--- config.mk ---
export PLATFORM = sky130hd
export DESIGN_NAME = formacao_inimigos_flat
export DESIGN_NICKNAME = d
export VERILOG_FILES = /design/src/rtl/formacao_pkg.sv /design/src/rtl/formacao_inimigos_if.sv /design/src/rtl/formacao_extents.sv /design/src/rtl/formacao_inimigos.sv /design/src/flat_wrapper.sv
export SDC_FILE = /design/constraint.sdc
export NUM_CORES = 1
export LEC_CHECK = 0
export BUFFER_PORTS_ARGS = -buffer_cell sky130_fd_sc_hd__buf_4
export CAP_MARGIN = 10
export CORE_MARGIN = 1
export CORE_UTILIZATION = 54
export DETAILED_ROUTE_END_ITERATION = 16
export GPL_TIMING_DRIVEN = 0
export PLACE_DENSITY = 0.75
export SYNTH_ARGS = -nofsm -noshare
export SYNTH_HDL_FRONTEND = slang
export SYNTH_SLANG_ARGS = --single-unit
--- constraint.sdc ---
create_clock -name CLOCK_MV -period 6.3 [get_ports CLOCK_MV]
set_input_delay 1.26 -clock CLOCK_MV [delete_from_list [all_inputs] [get_ports CLOCK_MV]]
set_output_delay 1.26 -clock CLOCK_MV [all_outputs]
set_load 0.005 [all_outputs]
--- src/rtl/formacao_pkg.sv ---
// Shared encodings for the enemy formation: FSM states, march direction, screen constants.
// Latency: n/a (declarations only).
// Backpressure: n/a.
package formacao_pkg;

    typedef enum logic [1:0] {
        MARCH   = 2'd0,
        CLEARED = 2'd1,
        INVADED = 2'd2
    } estado_t;

    localparam logic DIR_RIGHT = 1'b0;
    localparam logic DIR_LEFT  = 1'b1;

    localparam int SCREEN_W_DEF = 640;
    localparam int MARGIN_DEF   = 20;
    localparam int LIMIT_Y_DEF  = 400;

    // Index width that never collapses to zero bits.
    function automatic int idx_w(input int n);
        return (n > 1) ? $clog2(n) : 1;
    endfunction

endpackage

--- src/rtl/formacao_inimigos_if.sv ---
// Bundle between the formation and its neighbours (game controller drives, formation answers).
// Latency: n/a (wires only).
// Backpressure: none; every signal is sampled or driven once per CLOCK_MV cycle.
//  master (controller/bullet): pausa, reiniciarJogo, bala_ativa, bala_x, bala_y out
//  slave  (formation)        : origem_x/y, vivo, acerto, acerto_idx, restantes, formacao_vazia, invasao out
interface formacao_inimigos_if
    import formacao_pkg::*;
#(
    parameter int N = 15
) ();
    logic                      pausa;
    logic                      reiniciarJogo;
    logic                      bala_ativa;
    logic [9:0]                bala_x;
    logic [9:0]                bala_y;
    logic [10:0]               origem_x;
    logic [9:0]                origem_y;
    logic [N-1:0]              vivo;
    logic                      acerto;
    logic [idx_w(N)-1:0]       acerto_idx;
    logic [$clog2(N+1)-1:0]    restantes;
    logic                      formacao_vazia;
    logic                      invasao;

    modport master (
        output pausa, reiniciarJogo, bala_ativa, bala_x, bala_y,
        input  origem_x, origem_y, vivo, acerto, acerto_idx, restantes, formacao_vazia, invasao
    );

    modport slave (
        input  pausa, reiniciarJogo, bala_ativa, bala_x, bala_y,
        output origem_x, origem_y, vivo, acerto, acerto_idx, restantes, formacao_vazia, invasao
    );
endinterface

--- src/rtl/formacao_extents.sv ---
// Leftmost/rightmost alive column and bottom-most alive row of the formation.
// Latency: combinational.
// Backpressure: none.
//  i_vivo : alive mask, bit r*COLS+c
//  o_lc/o_rc : lowest/highest column holding any alive enemy; o_br : highest alive row index
module formacao_extents
    import formacao_pkg::*;
#(
    parameter int ROWS = 3,
    parameter int COLS = 5
) (
    input  logic [ROWS*COLS-1:0]    i_vivo,
    output logic [idx_w(COLS)-1:0]  o_lc,
    output logic [idx_w(COLS)-1:0]  o_rc,
    output logic [idx_w(ROWS)-1:0]  o_br
);
    localparam int CIW = idx_w(COLS);
    localparam int RIW = idx_w(ROWS);

    logic [COLS-1:0] w_col_any;
    logic [ROWS-1:0] w_row_any;

    always_comb begin
        w_col_any = '0;
        w_row_any = '0;
        for (int r = 0; r < ROWS; r++) begin
            for (int c = 0; c < COLS; c++) begin
                w_col_any[c] = w_col_any[c] | i_vivo[r*COLS+c];
                w_row_any[r] = w_row_any[r] | i_vivo[r*COLS+c];
            end
        end
    end

    // Scan direction picks the priority: last write wins.
    always_comb begin
        o_lc = '0;
        o_rc = '0;
        o_br = '0;
        for (int c = COLS - 1; c >= 0; c--) if (w_col_any[c]) o_lc = CIW'(c);
        for (int c = 0; c < COLS; c++)      if (w_col_any[c]) o_rc = CIW'(c);
        for (int r = 0; r < ROWS; r++)      if (w_row_any[r]) o_br = RIW'(r);
    end
endmodule

--- src/rtl/formacao_inimigos.sv ---
// ROWS x COLS enemy formation marching as one block: origin, direction, alive mask, hits, cadence.
// Latency: hit and move results are registered, visible the cycle after the triggering inputs.
// Backpressure: none; pausa freezes all state, reset/reiniciarJogo override everything.
//  CLOCK_MV, reset (sync, active-high) plain ports; all game signals through formacao_inimigos_if.slave
module formacao_inimigos
    import formacao_pkg::*;
#(
    parameter int ROWS        = 3,
    parameter int COLS        = 5,
    parameter int X0          = 100,
    parameter int Y0          = 50,
    parameter int SP_X        = 60,
    parameter int SP_Y        = 40,
    parameter int ENEMY_W     = 33,
    parameter int ENEMY_H     = 24,
    parameter int STEP_X      = 4,
    parameter int STEP_Y      = 16,
    parameter int SCREEN_W    = SCREEN_W_DEF,
    parameter int MARGIN      = MARGIN_DEF,
    parameter int LIMIT_Y     = LIMIT_Y_DEF,
    parameter int BASE_PERIOD = 30,
    parameter int MIN_PERIOD  = 2,
    parameter int SPEEDUP     = 2
) (
    input logic                CLOCK_MV,
    input logic                reset,
    formacao_inimigos_if.slave bus
);
    localparam int N   = ROWS * COLS;
    localparam int IW  = idx_w(N);
    localparam int CW  = $clog2(N + 1);
    localparam int TW  = idx_w(BASE_PERIOD);
    localparam int CIW = idx_w(COLS);
    localparam int RIW = idx_w(ROWS);

    // Edge tests folded into single thresholds so each is one 12-bit signed compare.
    localparam logic signed [11:0] LIM_R = 12'(SCREEN_W - MARGIN - ENEMY_W - STEP_X);
    localparam logic signed [11:0] LIM_L = 12'(MARGIN + STEP_X);
    localparam logic        [11:0] LIM_Y = 12'(LIMIT_Y - ENEMY_H);
    localparam logic signed [11:0] EW12  = 12'(ENEMY_W);
    localparam logic signed [11:0] EH12  = 12'(ENEMY_H);

    estado_t            r_state, w_state_nx;
    logic signed [10:0] r_ox, w_ox_nx;
    logic [9:0]         r_oy, w_oy_nx;
    logic               r_dir, w_dir_nx;
    logic [TW-1:0]      r_tick, w_tick_nx;
    logic [N-1:0]       r_vivo, w_vivo_nx;
    logic [CW-1:0]      r_rest, w_rest_nx;
    logic               r_acerto, w_acerto_nx;
    logic [IW-1:0]      r_idx, w_idx_nx;

    logic [CIW-1:0]     w_lc, w_rc;
    logic [RIW-1:0]     w_br;

    // Extents come from the registered (pre-hit) mask.
    formacao_extents #(.ROWS(ROWS), .COLS(COLS)) u_extents (
        .i_vivo (r_vivo),
        .o_lc   (w_lc),
        .o_rc   (w_rc),
        .o_br   (w_br)
    );

    logic signed [11:0] w_ox12, w_oy12, w_bx, w_by, w_lc_off, w_rc_off;
    logic [11:0]        w_br_off;

    assign w_ox12   = {r_ox[10], r_ox};
    assign w_oy12   = {2'b00, r_oy};
    assign w_bx     = {2'b00, bus.bala_x};
    assign w_by     = {2'b00, bus.bala_y};
    assign w_lc_off = 12'(int'(w_lc) * SP_X);
    assign w_rc_off = 12'(int'(w_rc) * SP_X);
    assign w_br_off = 12'(int'(w_br) * SP_Y);

    // One hit-box comparator per enemy, against the pre-move origin.
    logic [N-1:0] w_match;
    for (genvar k = 0; k < N; k++) begin : g_hit
        localparam logic signed [11:0] OFF_X = 12'((k % COLS) * SP_X);
        localparam logic signed [11:0] OFF_Y = 12'((k / COLS) * SP_Y);
        logic signed [11:0] w_x0, w_y0;
        assign w_x0 = w_ox12 + OFF_X;
        assign w_y0 = w_oy12 + OFF_Y;
        assign w_match[k] = bus.bala_ativa && r_vivo[k]
                         && (w_bx >= w_x0) && (w_bx < w_x0 + EW12)
                         && (w_by >= w_y0) && (w_by < w_y0 + EH12);
    end

    logic           w_hit_any;
    logic [IW-1:0]  w_hit_idx;
    always_comb begin
        w_hit_any = |w_match;
        w_hit_idx = '0;
        for (int k = N - 1; k >= 0; k--) if (w_match[k]) w_hit_idx = IW'(k);
    end

    // Period shortens with each kill; ">=" lets a shrinking period fire immediately.
    int   w_period;
    logic w_move;
    always_comb begin
        w_period = BASE_PERIOD - SPEEDUP * (N - int'(r_rest));
        if (w_period < MIN_PERIOD) w_period = MIN_PERIOD;
        w_move = int'(r_tick) >= w_period - 1;
    end

    always_comb begin
        w_state_nx  = r_state;
        w_ox_nx     = r_ox;
        w_oy_nx     = r_oy;
        w_dir_nx    = r_dir;
        w_tick_nx   = r_tick;
        w_vivo_nx   = r_vivo;
        w_rest_nx   = r_rest;
        w_acerto_nx = 1'b0;
        w_idx_nx    = r_idx;
        if (r_state == MARCH && !bus.pausa) begin
            w_tick_nx = w_move ? '0 : r_tick + TW'(1);
            if (w_hit_any) begin
                w_vivo_nx[w_hit_idx] = 1'b0;
                w_rest_nx            = r_rest - CW'(1);
                w_acerto_nx          = 1'b1;
                w_idx_nx             = w_hit_idx;
            end
            if (w_move) begin
                if (r_dir == DIR_RIGHT) begin
                    if (w_ox12 + w_rc_off > LIM_R) begin
                        w_oy_nx  = r_oy + 10'(STEP_Y);
                        w_dir_nx = DIR_LEFT;
                    end else begin
                        w_ox_nx = r_ox + 11'(STEP_X);
                    end
                end else begin
                    if (w_ox12 + w_lc_off < LIM_L) begin
                        w_oy_nx  = r_oy + 10'(STEP_Y);
                        w_dir_nx = DIR_RIGHT;
                    end else begin
                        w_ox_nx = r_ox - 11'(STEP_X);
                    end
                end
            end
            // Clearing takes precedence over a simultaneous invasion.
            if (w_hit_any && r_rest == CW'(1)) begin
                w_state_nx = CLEARED;
            end else if (w_move && ({2'b00, w_oy_nx} + w_br_off >= LIM_Y)) begin
                w_state_nx = INVADED;
            end
        end
    end

    always_ff @(posedge CLOCK_MV) begin
        if (reset || bus.reiniciarJogo) begin
            r_state  <= MARCH;
            r_ox     <= 11'(X0);
            r_oy     <= 10'(Y0);
            r_dir    <= DIR_RIGHT;
            r_tick   <= '0;
            r_vivo   <= '1;
            r_rest   <= CW'(N);
            r_acerto <= 1'b0;
            r_idx    <= '0;
        end else begin
            r_state  <= w_state_nx;
            r_ox     <= w_ox_nx;
            r_oy     <= w_oy_nx;
            r_dir    <= w_dir_nx;
            r_tick   <= w_tick_nx;
            r_vivo   <= w_vivo_nx;
            r_rest   <= w_rest_nx;
            r_acerto <= w_acerto_nx;
            r_idx    <= w_idx_nx;
        end
    end

    assign bus.origem_x       = r_ox;
    assign bus.origem_y       = r_oy;
    assign bus.vivo           = r_vivo;
    assign bus.acerto         = r_acerto;
    assign bus.acerto_idx     = r_idx;
    assign bus.restantes      = r_rest;
    assign bus.formacao_vazia = (r_state == CLEARED);
    assign bus.invasao        = (r_state == INVADED);
endmodule
--- src/flat_wrapper.sv ---
// flat-port wrapper written by rule: the top's interface ports become plain ports
module formacao_inimigos_flat import formacao_pkg::*;
#(
    parameter int ROWS        = 3,
    parameter int COLS        = 5,
    parameter int X0          = 100,
    parameter int Y0          = 50,
    parameter int SP_X        = 60,
    parameter int SP_Y        = 40,
    parameter int ENEMY_W     = 33,
    parameter int ENEMY_H     = 24,
    parameter int STEP_X      = 4,
    parameter int STEP_Y      = 16,
    parameter int SCREEN_W    = SCREEN_W_DEF,
    parameter int MARGIN      = MARGIN_DEF,
    parameter int LIMIT_Y     = LIMIT_Y_DEF,
    parameter int BASE_PERIOD = 30,
    parameter int MIN_PERIOD  = 2,
    parameter int SPEEDUP     = 2
)
  (CLOCK_MV, reset, bus_pausa, bus_reiniciarJogo, bus_bala_ativa, bus_bala_x, bus_bala_y, bus_origem_x, bus_origem_y, bus_vivo, bus_acerto, bus_acerto_idx, bus_restantes, bus_formacao_vazia, bus_invasao);
  formacao_inimigos_if bus_i ();
  input logic CLOCK_MV;
  input logic reset;
  input wire logic [$bits(bus_i.pausa)-1:0] bus_pausa;
  input wire logic [$bits(bus_i.reiniciarJogo)-1:0] bus_reiniciarJogo;
  input wire logic [$bits(bus_i.bala_ativa)-1:0] bus_bala_ativa;
  input wire logic [$bits(bus_i.bala_x)-1:0] bus_bala_x;
  input wire logic [$bits(bus_i.bala_y)-1:0] bus_bala_y;
  output wire logic [$bits(bus_i.origem_x)-1:0] bus_origem_x;
  output wire logic [$bits(bus_i.origem_y)-1:0] bus_origem_y;
  output wire logic [$bits(bus_i.vivo)-1:0] bus_vivo;
  output wire logic [$bits(bus_i.acerto)-1:0] bus_acerto;
  output wire logic [$bits(bus_i.acerto_idx)-1:0] bus_acerto_idx;
  output wire logic [$bits(bus_i.restantes)-1:0] bus_restantes;
  output wire logic [$bits(bus_i.formacao_vazia)-1:0] bus_formacao_vazia;
  output wire logic [$bits(bus_i.invasao)-1:0] bus_invasao;
  assign bus_i.pausa = bus_pausa;
  assign bus_i.reiniciarJogo = bus_reiniciarJogo;
  assign bus_i.bala_ativa = bus_bala_ativa;
  assign bus_i.bala_x = bus_bala_x;
  assign bus_i.bala_y = bus_bala_y;
  assign bus_origem_x = bus_i.origem_x;
  assign bus_origem_y = bus_i.origem_y;
  assign bus_vivo = bus_i.vivo;
  assign bus_acerto = bus_i.acerto;
  assign bus_acerto_idx = bus_i.acerto_idx;
  assign bus_restantes = bus_i.restantes;
  assign bus_formacao_vazia = bus_i.formacao_vazia;
  assign bus_invasao = bus_i.invasao;
  formacao_inimigos #(.ROWS(ROWS), .COLS(COLS), .X0(X0), .Y0(Y0), .SP_X(SP_X), .SP_Y(SP_Y), .ENEMY_W(ENEMY_W), .ENEMY_H(ENEMY_H), .STEP_X(STEP_X), .STEP_Y(STEP_Y), .SCREEN_W(SCREEN_W), .MARGIN(MARGIN), .LIMIT_Y(LIMIT_Y), .BASE_PERIOD(BASE_PERIOD), .MIN_PERIOD(MIN_PERIOD), .SPEEDUP(SPEEDUP)) u_core (.CLOCK_MV(CLOCK_MV), .reset(reset), .bus(bus_i));
endmodule
---- Word-level counts from Yosys, hierarchy flattened ----
Cells that the tools add are included.
word-level totals
  bits in registers ....................... 53
  output and inout bits ................... 47
operators by class
  add/sub/neg operators ................... 25
  multiply operators ...................... 3
  $lt $le $gt $ge ......................... 23
  equal/unequal tests ..................... 5
  muxes and demuxes ....................... 44
  bitwise logic cells ..................... 21
  reduce and logical (&&, ||, !) cells .... 89
operators with widths
  cell                     count
  $lt A11 B12 Y1           8
  $logic_and A1 B1 Y1      79
  $ge A11 B12 Y1           6
  $mux W4                  15
  $mux W10                 5
  $add A12 B7 Y12 const B  4
  $mux W11                 3
  $ge A6 B32 Y1            1
  $lt A32 B3 Y1 const B    1
  $mux W32                 1
  $sub A32 B2 Y32 const B  1
  $sub A6 B32 Y32 const A  1
  $add A11 B10 Y12         2
  $add A11 B7 Y12 const B  2
  $add A11 B9 Y12 const B  2
  $add A12 B6 Y12 const B  2
  $mux W3                  6
  $or A1 B1 Y1             18
  $and A15 B15 Y15         1
  $not A15 Y15             1
  $reduce_or A15 Y1        1
  $mul A3 B4 Y7 const B    2
  $add A10 B12 Y12         1
  $add A11 B8 Y12 const B  1
  other kinds (34)         46

---- Depth between registers and ports, before layout ----
  depth after elaboration ................. 27
  gate-level depth with buffers ........... 28

---- Cells and area by module ----
From an unflattened synthesis, not the netlist that was laid out.
unflattened totals
  cells, all modules ...................... 1033
  area, all modules ....................... 8200.4 um^2
by module, submodules not included
  module             times used  cells an instance  area an instance (um^2)  sequential area each (um^2)
  formacao_inimigos  1           1014               8091.5                   940.9
  formacao_extents   1           19                 108.9                    0.0

---- Least setup slack after synthesis ----
No wires, ideal clock.
  path kind ............................... reg2reg
  from .................................... register u_core.r_vivo[11], in the netlist u_core.bus.vivo[11]
  to ...................................... register u_core.r_state[1]
  library setup time ...................... 125 ps
  arrival ................................. 6291 ps
  path slack .............................. -117 ps
  cell stages (with the launch flop) ...... 28
  path through ............................ dfxtp_1 > nor3_1 > nand2_1 > nor3_1 > inv_1 > fa_1 > inv_1 > ha_1 > a21o_1 > a21oi_1 > xnor2_1 > ha_1 > nor2b_1 > o221a_2 > a2111oi_4 > o2111ai_1 > o31ai_1 > a211o_2 > nand3_2 > xnor2_1 > ha_1 > fa_1 > xor2_1 > and4_1 > a2111oi_2 > nor3_1 > a2111oi_1 > o41ai_2
between the ends
  cells in the longest elaborated chain, start to end .. 17
  elaborated cells on any way between the ends .. 37
  those cells by class .................... 3 x add/sub; 3 x mul; 3 x order compare; 13 x mux; 5 x bitwise; 10 x reduce/logical
ends and longest elaborated chain
  item                                 line                      text
  start: declaration                   formacao_inimigos.sv:48   logic [N-1:0] r_vivo, w_vivo_nx;
  start signal: assignment             formacao_inimigos.sv:166  r_vivo <= w_vivo_nx;
  $or A1 B1 Y1                         formacao_extents.sv:28    w_col_any[c] = w_col_any[c] | i_vivo[r*COLS+c];
  $mux W1                              formacao_extents.sv:40    for (int c = 0; c < COLS; c++) if (w_col_any[c]) o_rc = CIW'(c);
  $mux W2 (2 in series)                formacao_extents.sv:40
  $mux W3                              formacao_extents.sv:40
  $mul A3 B4 Y7                        formacao_inimigos.sv:72   assign w_rc_off = 12'(int'(w_rc) * SP_X);
  $add A11 B10 Y12                     formacao_inimigos.sv:125  if (w_ox12 + w_rc_off > LIM_R) begin
  $gt A12 B11 Y1                       formacao_inimigos.sv:125
  $mux W10                             formacao_inimigos.sv:125
  $mux W10                             formacao_inimigos.sv:124  if (r_dir == DIR_RIGHT) begin
  $mux W10                             formacao_inimigos.sv:123  if (w_move) begin
  $mux W10                             formacao_inimigos.sv:115  if (r_state == MARCH && !bus.pausa) begin
  $add A10 B12 Y12                     formacao_inimigos.sv:143  end else if (w_move && ({2'b00, w_oy_nx} + w_br_off >= LIM_Y)) begin
  $ge A12 B9 Y1                        formacao_inimigos.sv:143
  $logic_and A1 B1 Y1                  formacao_inimigos.sv:143
  $reduce_bool A2 Y1 (no source line)  --
  $reduce_and A2 Y1 (no source line)   --
  end signal: assignment               formacao_inimigos.sv:161  r_state <= w_state_nx;
  end: declaration                     formacao_inimigos.sv:43   estado_t r_state, w_state_nx;
Parallel ways exist; a longest one is shown, timed or not. The select of a mux whose other input is x is not followed.
A chain may end at the register's enable or synchronous reset.

---- Worst setup path after layout ----
  from .................................... register u_core.r_vivo[2], in the netlist u_core.bus.vivo[2]
  to ...................................... register u_core.r_state[1]
between the ends
  cells in the longest elaborated chain, start to end .. 17
  elaborated cells on any way between the ends .. 32
  those cells by class .................... 3 x add/sub; 2 x mul; 3 x order compare; 12 x mux; 2 x bitwise; 10 x reduce/logical
ends and longest elaborated chain
  item                                                     line
  $or A1 B1 Y1 (2 in series)                               formacao_extents.sv:28
  $mux W2 / $mux W3 (equally long branches) (2 in series)  formacao_extents.sv:40, formacao_extents.sv:39
  $mux W3, on equally long branches                        formacao_extents.sv:40, formacao_extents.sv:39
  $mul A3 B4 Y7, on equally long branches                  formacao_inimigos.sv:72, formacao_inimigos.sv:71
  $add A11 B10 Y12, on equally long branches               formacao_inimigos.sv:125, formacao_inimigos.sv:132
  $gt A12 B11 Y1 / $lt A12 B6 Y1 (equally long branches)   formacao_inimigos.sv:125, formacao_inimigos.sv:132
  $mux W10, on equally long branches                       formacao_inimigos.sv:125, formacao_inimigos.sv:132
  $mux W10                                                 formacao_inimigos.sv:124
  $mux W10                                                 formacao_inimigos.sv:123
  $mux W10                                                 formacao_inimigos.sv:115
  $add A10 B12 Y12                                         formacao_inimigos.sv:143
  $ge A12 B9 Y1                                            formacao_inimigos.sv:143
  $logic_and A1 B1 Y1                                      formacao_inimigos.sv:143
  $reduce_bool A2 Y1 (no source line)                      --
  $reduce_and A2 Y1 (no source line)                       --
Parallel ways exist; a longest one is shown, timed or not. The select of a mux whose other input is x is not followed.

==> results by group <==
Status
  • Status: complete, but fails checks
  • Failing checks: negative setup slack

Yosys
  • Top post-synthesis cells by area: ha_1 (23%), dfxtp_1 (12%), xnor2_1 (7.5%)
  • Post-synthesis mux area share: less than 1%
  • Post-synth EDFFs: 0
  • Most numerous cell in the Yosys netlist: ha_1
  • Yosys Warn Count: 0
  • Mean Syn Cell Area: roughly 8.0 µm²
  • Area share of the largest cell type after synthesis: 23.4%
  • Area leader, netlist: ha_1
  • Simple-Gate Fraction of Synth Area: 19.6%
  • Synth Area in Adders: 25.4%
  • Main combinational cell family by area after synthesis: compound AO/OA/AOI/OAI gates
  • Syn Inst Count: 1015
  • Synth Area in XOR/XNOR: 10.5%
  • Commonest cells post-synth: ha_1 (152), nand2_1 (71), xnor2_1 (69)
  • Post-Syn Area: 8110 µm²
  • Sequential area share after synthesis: 11.6%
  • Netlist cell types: 99
  • Most used DFF post-synth: dfxtp_1
  • Ys async rst share: 0%
  • Complex-gate fraction of the synthesized area: 26.1%
  • Synthesis-stage register bit count: 47

STA
  • Fin worst setup slack: -0.0278 ns
  • Final setup viols: 1
  • RSZ-0062 raised after global routing: yes
  • Final Cycle Share: 100%
  • Crit path time final: 6.33 ns
  • Final hold viol count: 0
  • Setup Skew: just under 0.007 ns
  • Slew margin rel.: 30.4%
  • Worst-margin pin slew: 1.04 ns
  • Hold WS: 0.464 ns
  • Fmax: 0.158 GHz
  • Final-report max-slew violation count: 0

Global routing
  • Total GRT Usage: 29.1%
  • Largest net degree at the start of global routing: 15
  • Met1 Track Usage GR: 40.1%
  • Vias in the first global route: ~7500
  • GR peak layer: met2
  • Met3 Use GR: 2.41%
  • GRT overflow: 0
  • First-pass GRT wire length: 37200 µm
  • Initial antenna violation count: 0
  • Met2 Usage GRT: 47.9%

Layout
  • Fin nets: 1291
  • Layout cells sized above 1: 18.0%
  • Layout Cells excl Fill: 1291
  • Antenna cells: 0
  • Synth-to-Final Area Change: 15.4%

Setup path
  • Crit end category: flop
  • CP required: 6.47 ns
  • Kind of critical path: reg -> reg
  • Critical Path End: u_core.r_state[1]
  • FF-to-FF path depth: 28
  • Worst EP arrival: 6.50 ns
  • Reg2reg setup slack: -0.03 ns
  • RR Endpoint: u_core.r_state[1]
  • CP max stage delay: 0.56 ns
  • CP startpoint: u_core.bus.vivo[2]
  • Worst reg2reg startpoint: u_core.bus.vivo[2]
  • Critical path's slowest cell: fa_1
  • Critical path peak fanout: 5
  • Critical path startpoint category: flop

Clock tree
  • Clock buffer depth: 2
  • # hold bufs at CTS: 0
  • Num Clock Sinks: 47
  • CTS tree: built
  • Clock latency on the worst-skew pair: 0.29 ns
  • Clk slew on worst S/H paths: 0.07 ns
  • Root buffer cell: clkbuf_16
  • Num CTS Buffers: 5
  • H-Tree Depth: 2

Die
  • Chip Height: 125 µm
  • Core area: ~15000 µm²
  • Io pins: 72
  • Starting Density: 55.6%
  • Die area: about 16000 µm²
  • Die Wd: around 120 µm
  • Row cnt: 44

Flow run
  • Max Cap Violations: 0

Worst hold path
  • HP Class: reg -> reg

Detailed routing
  • Iter 0 DRT Violations: slightly below 500
  • DRT antenna net count: 0
  • Vias: 7874
  • 1st-pass router iterations: 6
  • Final wirelength: 22800 µm
  • DRC viols: 0
  • Drt via density: 6.10
  • Wire length per cell: 17.6 µm

Place
  • Setup slack after placement: -0.923 ns
  • Port bufs: 64
  • Cells after DPL: between 1000 and 1500
  • Final HPWL DP: 17800 µm
  • Placer Congestion: 0.924

Pwr
  • Maximum VDD drop: around 0.00012 V
  • Leakage: 4.10 nW
  • Power Density: 84.4 nW/µm²
## registers in the layout, summed over array words and instances (netlist names)
signal / count
u_core.r_tick: 5
u_core.r_dir: 1
u_core.bus.origem_y: 6
u_core.bus.acerto_idx: 4
u_core.bus.origem_x: 9
u_core.bus.vivo: 15
u_core.r_state: 2
u_core.bus.acerto: 1
u_core.bus.restantes: 4
## cells in the final DEF (no fill, tap or decap), types with 11 or more instances in the layout
master	Yosys	routed
buf_4	8	85
a21oi_1	61	57
ha_1	152	148
dfxtp_1	47	37
inv_1	67	63
xnor2_1	69	68
and2_1	12	12
nand2_1	71	69
a21o_1	21	21
a211oi_1	13	13
o21a_1	20	20
o211ai_1	17	17
and3_1	11	11
o31ai_1	13	11
nor2b_1	14	14
xor2_1	21	20
clkbuf_1	15	15
or3_1	14	13
nor2_1	65	65
nor3_1	26	21
o21ai_0	53	51
nand3_1	28	28
## final cells by class
cell class,instances,area (µm²)
multi-input cells,863,6900
fillers,1289,5230
flip-flops and latches,47,963
repair buffers,79,609
inverters,74,280
well taps,184,230
plain buffers,36,210
clock buffers,7,153
clock inverters,1,7.51
## routing by layer
layer / up-vias / routed length (µm) / part of all wire, %
li1: 3897 / - / -
met1: 3644 / 10400 / 46
met2: 292 / 10300 / 45
met3: 41 / 1510 / 6.6
met4: 0 / 562 / 2.5
met5: - / 0 / 0
## timing repair
item / CTS / global route
pin swaps: 20 / 15
buffers inserted: 10 / 5
cloned: 0 / 0
endpoints found under the hold margin: 0 / 0
resized for setup: 40 / 18
endpoints found under the setup margin: 1 / 1
## worst max-delay path: cells and delay by family (launching register included)
kind | cells | cell delay (ns)
flip-flops | 1 | 0.38
adder cells (fa/ha/maj) | 6 | 2.01
XOR/XNOR | 2 | 0.36
AO/OA/AOI/OAI | 12 | 2.36
buffers and inverters | 3 | 0.32
AND/OR/NAND/NOR | 5 | 0.77
## per-stage QoR
stage | TNS [ns] | total power [W] | util (%) | area (µm²)
after floorplan | 0 | 0.000441 | - | 8140
after global placement | -0.879 | 0.000502 | 60.7 | 8850
after detailed placement | -0.923 | 0.000506 | 60.7 | 8850
after CTS | 0 | 0.000789 | 63.3 | 9240
after global routing | -0.294 | 0.000824 | 64.1 | 9360
final | -0.0278 | 0.000790 | 64.1 | 9360
## kinds of logic (layout without fill, tap and decap cells)
logic type,after synthesis,after routing
simple gates,306,306
compound gates,292,292
fa+ha+maj,160,160
buf+inv,110,197
xor+xnor,93,93
flops,47,47
mux,5,5
other cells,2,7
## report_power, final
part           internal, W  switching [W]
sequential        0.000298     0.00000417
combinational    0.0000845       0.000115
clock             0.000169       0.000119
## worst min path at each step
stage | cells past startpoint | startpoint | slack, ns | to
final | 2 | u_core.bus.acerto_idx[1] | 0.46 | u_core.bus.acerto_idx[1]
after global routing | 2 | u_core.bus.acerto_idx[1] | 0.48 | u_core.bus.acerto_idx[1]
after CTS | 2 | u_core.bus.acerto_idx[1] | 0.47 | u_core.bus.acerto_idx[1]
after detailed placement | 2 | u_core.bus.acerto_idx[1] | 0.46 | u_core.bus.acerto_idx[1]
after global placement | 2 | u_core.bus.acerto_idx[1] | 0.45 | u_core.bus.acerto_idx[1]
after floorplan | 2 | u_core.bus.acerto_idx[1] | 0.45 | u_core.bus.acerto_idx[1]
No activity file was read; power rests on OpenSTA's default activity.
